## src/rtl/mul_div_unit.sv

```systemverilog
`default_nettype none
// ============================================================================
//  Module   : mul_div_unit
//  Purpose  : Iterative multiply/divide unit with HI/LO result registers.
//             Executes MULT, MULTU, DIV, DIVU (multi-cycle) and MTHI, MTLO
//             (single-edge writes) beside the ALU in the EX stage.
//  Ports    : clk          - clock, rising edge
//             rst          - synchronous reset, active low
//             start        - issue request, sampled only while idle
//             op[2:0]      - 000 MULT, 001 MULTU, 010 DIV, 011 DIVU,
//                            100 MTHI, 101 MTLO, 110/111 no-op
//             a, b         - rs / rt operands
//             flush        - abort the operation in flight
//             busy         - multi-cycle operation in flight
//             done         - one-cycle pulse, HI/LO hold the new result
//             div_by_zero  - pulses with done for a divide with b == 0
//             hi, lo       - HI / LO registers
//  Revision : 1.0 - initial release
// ============================================================================
module mul_div_unit #(
   parameter int WIDTH = 32
) (
   input  logic             clk,
   input  logic             rst,
   input  logic             start,
   input  logic [2:0]       op,
   input  logic [WIDTH-1:0] a,
   input  logic [WIDTH-1:0] b,
   input  logic             flush,
   output logic             busy,
   output logic             done,
   output logic             div_by_zero,
   output logic [WIDTH-1:0] hi,
   output logic [WIDTH-1:0] lo
);

   localparam int               CNT_W      = $clog2(WIDTH + 1);
   localparam logic [CNT_W-1:0] C_CNT_LOAD = CNT_W'(WIDTH);
   localparam logic [CNT_W-1:0] C_CNT_LAST = CNT_W'(1);

   typedef enum logic [1:0] {
      S_IDLE = 2'd0,
      S_PREP = 2'd1,
      S_RUN  = 2'd2,
      S_FIX  = 2'd3
   } state_t;

   state_t             r_state;
   logic               r_is_div;
   logic               r_is_signed;
   logic               r_neg_q;      // product / quotient must be negated
   logic               r_neg_r;      // remainder must be negated
   logic               r_dz;         // divide with zero divisor
   logic [WIDTH-1:0]   r_a;          // raw dividend, kept for the b == 0 result
   logic [WIDTH-1:0]   r_b;          // raw b until PREP, then its magnitude
   logic [2*WIDTH-1:0] r_acc;        // mult: {partial, multiplier}; div: {rem, quo}
   logic [CNT_W-1:0]   r_cnt;

   logic [WIDTH-1:0]   w_mag_a;
   logic [WIDTH-1:0]   w_mag_b;
   logic [WIDTH:0]     w_add;
   logic [2*WIDTH-1:0] w_mul_next;
   logic [WIDTH:0]     w_shift;
   logic [WIDTH:0]     w_diff;
   logic               w_fits;
   logic [2*WIDTH-1:0] w_div_next;
   logic [2*WIDTH-1:0] w_prod;
   logic [WIDTH-1:0]   w_quo;
   logic [WIDTH-1:0]   w_rem;

   // Magnitudes; the most negative value maps onto itself, which read as an
   // unsigned number is exactly its magnitude.
   assign w_mag_a = (r_is_signed && r_a[WIDTH-1]) ? -r_a : r_a;
   assign w_mag_b = (r_is_signed && r_b[WIDTH-1]) ? -r_b : r_b;

   // Radix-2 shift-add: conditionally add the multiplicand into the upper
   // half, then shift the whole accumulator right, carry included.
   assign w_add      = {1'b0, r_acc[2*WIDTH-1:WIDTH]} +
                       {1'b0, (r_acc[0] ? r_b : {WIDTH{1'b0}})};
   assign w_mul_next = {w_add, r_acc[WIDTH-1:1]};

   // Restoring division: shift the next dividend bit into the remainder and
   // keep the difference only if it did not go negative.
   assign w_shift    = r_acc[2*WIDTH-1:WIDTH-1];
   assign w_diff     = w_shift - {1'b0, r_b};
   assign w_fits     = ~w_diff[WIDTH];
   assign w_div_next = {(w_fits ? w_diff[WIDTH-1:0] : w_shift[WIDTH-1:0]),
                        r_acc[WIDTH-2:0], w_fits};

   // Sign correction applied in FIX.
   assign w_prod = r_neg_q ? -r_acc : r_acc;
   assign w_quo  = r_neg_q ? -r_acc[WIDTH-1:0] : r_acc[WIDTH-1:0];
   assign w_rem  = r_neg_r ? -r_acc[2*WIDTH-1:WIDTH] : r_acc[2*WIDTH-1:WIDTH];

   always_ff @(posedge clk) begin
      if (!rst) begin
         r_state     <= S_IDLE;
         r_is_div    <= 1'b0;
         r_is_signed <= 1'b0;
         r_neg_q     <= 1'b0;
         r_neg_r     <= 1'b0;
         r_dz        <= 1'b0;
         r_a         <= '0;
         r_b         <= '0;
         r_acc       <= '0;
         r_cnt       <= '0;
         busy        <= 1'b0;
         done        <= 1'b0;
         div_by_zero <= 1'b0;
         hi          <= '0;
         lo          <= '0;
      end else begin
         done        <= 1'b0;
         div_by_zero <= 1'b0;
         case (r_state)
            S_IDLE: begin
               if (start && !flush) begin
                  if (!op[2]) begin
                     r_a         <= a;
                     r_b         <= b;
                     r_is_div    <= op[1];
                     r_is_signed <= ~op[0];
                     busy        <= 1'b1;
                     r_state     <= S_PREP;
                  end else if (op[1:0] == 2'b00) begin
                     hi <= a;
                  end else if (op[1:0] == 2'b01) begin
                     lo <= a;
                  end
               end
            end
            S_PREP: begin
               if (flush) begin
                  busy    <= 1'b0;
                  r_state <= S_IDLE;
               end else begin
                  r_acc   <= {{WIDTH{1'b0}}, w_mag_a};
                  r_b     <= w_mag_b;
                  r_neg_q <= r_is_signed & (r_a[WIDTH-1] ^ r_b[WIDTH-1]);
                  r_neg_r <= r_is_signed & r_a[WIDTH-1];
                  r_dz    <= r_is_div & (r_b == {WIDTH{1'b0}});
                  r_cnt   <= C_CNT_LOAD;
                  r_state <= S_RUN;
               end
            end
            S_RUN: begin
               if (flush) begin
                  busy    <= 1'b0;
                  r_state <= S_IDLE;
               end else begin
                  r_acc <= r_is_div ? w_div_next : w_mul_next;
                  r_cnt <= r_cnt - 1'b1;
                  if (r_cnt == C_CNT_LAST) begin
                     r_state <= S_FIX;
                  end
               end
            end
            S_FIX: begin
               if (flush) begin
                  busy    <= 1'b0;
                  r_state <= S_IDLE;
               end else begin
                  if (r_dz) begin
                     hi <= r_a;
                     lo <= {WIDTH{1'b1}};
                  end else if (r_is_div) begin
                     hi <= w_rem;
                     lo <= w_quo;
                  end else begin
                     hi <= w_prod[2*WIDTH-1:WIDTH];
                     lo <= w_prod[WIDTH-1:0];
                  end
                  done        <= 1'b1;
                  div_by_zero <= r_dz;
                  busy        <= 1'b0;
                  r_state     <= S_IDLE;
               end
            end
            default: begin
               busy    <= 1'b0;
               r_state <= S_IDLE;
            end
         endcase
      end
   end

endmodule
`default_nettype wire

```

## config.mk

```make
export PLATFORM = sky130hd
export DESIGN_NAME = mul_div_unit
export DESIGN_NICKNAME = d
export VERILOG_FILES = /design/src/rtl/mul_div_unit.sv
export SDC_FILE = /design/constraint.sdc
export NUM_CORES = 1
export LEC_CHECK = 0
export ABC_CLOCK_PERIOD_IN_PS = 3700
export CORE_UTILIZATION = 45
export DETAILED_ROUTE_END_ITERATION = 10
export PLACE_DENSITY = 0.69
export SLEW_MARGIN = 20
export SYNTH_ARGS = -nofsm -noshare
export SYNTH_HDL_FRONTEND = slang
export SYNTH_SLANG_ARGS = --single-unit
export TNS_END_PERCENT = 30
```

## constraint.sdc

```tcl
create_clock -name clk -period 3.7 [get_ports clk]
set_clock_uncertainty 0.2 [all_clocks]
set_input_delay 1.11 -clock clk [delete_from_list [all_inputs] [get_ports clk]]
set_output_delay 1.11 -clock clk [all_outputs]
set_load 0.1 [all_outputs]
```

==> flow_summary.json <==
{
  "cp_slowest_cell": "or4_1",
  "ys_warn_count": 0,
  "finalWeightedCongestion": 1.017,
  "hold-path-endpoint": "lo[22]",
  "route.antenna.remaining_nets": 0,
  "io_buffers": 137,
  "drive_gt1_frac": 0.1271,
  "insertion_delay_ns": 0.56,
  "syn_to_final_growth_pct": 20.66,
  "clock.fmax_mhz": 279.6,
  "wire_per_inst_um": 21.33,
  "relSlewSlack": 0.4759,
  "antenna_found_initial": 0,
  "ir_worst_vdd_mv": 0.3556,
  "arrival_ns": 3.79,
  "crit_family": "simple AND/OR/NAND/NOR gates",
  "synth_edf_count": 0,
  "reg2reg_to": "r_acc[31]",
  "synthFlopType": "dfxtp_1",
  "r2r_setup_slack_ns": 0.12,
  "setup_violations": 0,
  "grt_pass1_wl_um": 91330,
  "slowest_delay_ns": 0.57,
  "synth_area_um2": 15630,
  "ys_ff_latch": 208,
  "dp_hpwl_um": 43690,
  "h-tree-depth": 1,
  "ys_types": 75,
  "slew_violations": 0,
  "cp-end-kind": "flip-flop",
  "fillCellCount": 3224,
  "syn_avg_cell_area_um2": 7.309,
  "stdcell_count": 2761,
  "status": "completed",
  "routed_via_density": 6.282,
  "seq_area_um2": 4165,
  "p_leak_nw": 7.614,
  "hold_class": "flip-flop to flip-flop",
  "timing.final.crit_period_ns": 3.577,
  "ys_async_sr_fraction": 0,
  "first_global_vias": 16170,
  "start_util": 0.4616,
  "path_buf_inv": 0,
  "cts.clk_slew.worst_paths_ns": 0.06,
  "cts_hold_buf": 0,
  "path_cells": "or4_1 -> or2_2 -> or4_1 -> or2_2 -> o31ai_1 -> nand2_1 -> nor2_1 -> a211oi_1 -> a211oi_1",
  "firstDrtPassIters": 6,
  "numCtsBuffers": 25,
  "critical_path_class": "flip-flop to flip-flop",
  "drtIter0Drc": 1583,
  "die_h_um": 188.4,
  "cp.depth": 9,
  "cts_root_buf": "clkbuf_16",
  "cts_tree": "yes",
  "power_density_nw_per_um2": 441.1,
  "grtUsageTotal": 0.3216,
  "vias": 17340,
  "synthesis.nets": 2286,
  "multi_input_area_um2": 10720,
  "post_cts_buffers": 0,
  "nets": 2441,
  "r2r.worst_path.cells": 9,
  "hold_ws_ns": 0.2532,
  "maxCapViolCount": 0,
  "final_hold_viol_count": 0,
  "cp-start-kind": "flip-flop",
  "dpl.cell_count": 2715,
  "synthCells": 2139,
  "grt_overflow": 0,
  "die_area_um2": 35490,
  "critPathMaxFanout": 7,
  "ios": 138,
  "period_share": 0.9667,
  "wl_um": 58890,
  "die_w_um": 188.4,
  "setup_tns_ns": 0,
  "clock_path_buffers": 3,
  "antenna_cells": 0,
  "r2r-start": "r_a[8]",
  "min_from": "lo[22]",
  "rows": 67,
  "cts_sinks": 208,
  "core_area_um2": 33870,
  "tightest_slew_ns": 0.7862,
  "rsz0062_at_grt": "false",
  "critPathRequiredTime_ns": 3.92,
  "holdPathStages": 2,
  "yosysSeqAreaShare": 0.2663,
  "drc_errors": 0,
  "cts_resized": 0,
  "grt_max_degree": 68
}
cell usage after synthesis, drive strengths merged (17+ instances only):
| cell type | count | area [µm²] |
|---|---|---|
| xnor2 | 80 | 700.7 |
| xor2 | 59 | 516.8 |
| o221ai | 38 | 332.8 |
| o21ai | 156 | 780.8 |
| nand2 | 265 | 994.7 |
| o211ai | 38 | 285.3 |
| or4 | 21 | 168.9 |
| nor2 | 181 | 679.4 |
| clkbuf | 126 | 473.0 |
| a21oi | 257 | 1286 |
| ha | 74 | 925.9 |
| mux2i | 52 | 520.5 |
| buf | 21 | 108.9 |
| nor3 | 48 | 240.2 |
| a21o | 25 | 187.7 |
| dfxtp | 208 | 4164 |
| a22oi | 20 | 150.1 |
| nand2b | 20 | 125.1 |
| a211oi | 30 | 225.2 |
| nand3 | 45 | 225.2 |
| and3 | 26 | 162.7 |
| and2 | 23 | 143.9 |
| o22ai | 24 | 150.1 |
| o41ai | 17 | 156.4 |
| inv | 62 | 232.7 |
| a31oi | 30 | 187.7 |
worst reg2reg max path, stage by stage, from the launching register on:
cell and delay, ns:
dfxtp_1 0.39, or4_1 0.58, or2_2 0.34, or4_1 0.56, or2_2 0.37, o31ai_1 0.35
nand2_1 0.10, nor2_1 0.10, a211oi_1 0.07, a211oi_1 0.38
worst max-delay path by stage:
stage,start,slack [ns],endpoint
3_3_place_gp,r_b[1],0.12,r_acc[57]
4_1_cts,r_acc[0],0.09,r_acc[61]
3_5_place_dp,flush,0.09,r_b[21]
5_1_grt,r_acc[0],0.001,r_acc[61]
6_report,r_a[8],0.12,r_acc[31]
2_1_floorplan,r_acc[0],0.03,hi[16]
registers in the layout, indices dropped and copies added (netlist names), 2 cells and up:
| name | count |
|---|---|
| r_b | 32 |
| hi | 32 |
| r_state | 2 |
| r_cnt | 6 |
| r_acc | 64 |
| lo | 32 |
| r_a | 32 |
power breakdown:
group | internal, mW | leakage (nW) | switching, mW
sequential | 2.36 | 1.68 | 0.139
clock | 1.63 | 0.442 | 1.07
combinational | 1.16 | 5.49 | 1.96
area by class of cell:
cell class | count | area share
multi-input cells | 1720 | 0.5683
flip-flops and latches | 208 | 0.2208
repair buffers | 275 | 0.1214
clock buffers | 34 | 0.03761
well taps | 448 | 0.02972
inverters | 64 | 0.01287
clock inverters | 12 | 0.009286
placed cells by master, fill, tap and decap left out, types with 45 or more instances in the layout:
cell / instances
ha_1: 72
xnor2_1: 80
nor3_1: 46
nor2_1: 178
o21ai_0: 152
clkdlybuf4s50_1: 70
buf_4: 201
inv_1: 61
nand3_1: 45
nand2_1: 265
mux2i_1: 52
xor2_1: 59
a21oi_1: 256
dfxtp_1: 207
cell families (layout without fill, tap and decap cells):
group / after synthesis / after routing / share of synthesized area
AOI/OAI and AO/OA: 732 / 732 / 0.2915
xor gates and xnor gates: 139 / 139 / 0.07787
adders and majority gates: 76 / 76 / 0.06178
buffers and inverters: 211 / 385 / 0.05258
DFF: 208 / 208 / 0.2663
muxes: 57 / 57 / 0.03689
and+or+nand+nor: 716 / 716 / 0.2130
metrics by stage:
step | setup slack [ns] | cell area [µm²] | utilization | power [mW]
floorplan | 0.03307 | 15640 | - | 4.483
global placement | 0.1207 | 17920 | 0.5291 | 5.530
detailed placement | 0.08668 | 17920 | 0.5291 | 5.567
CTS | 0.09297 | 18810 | 0.5553 | 8.242
global route | 0.001258 | 18860 | 0.5570 | 8.663
finish | 0.1233 | 18860 | 0.5570 | 8.320
routing by layer:
layer / GRT usage / vias to the layer above / routed length, µm
li1: - / 8094 / -
met1: 0.4105 / 8149 / 23880
met2: 0.5292 / 928 / 27060
met3: 0.03911 / 173 / 4593
met4: 0.1718 / 0 / 3356
met5: 0 / - / 0
Note: power is estimated with default switching activity, not from simulation.
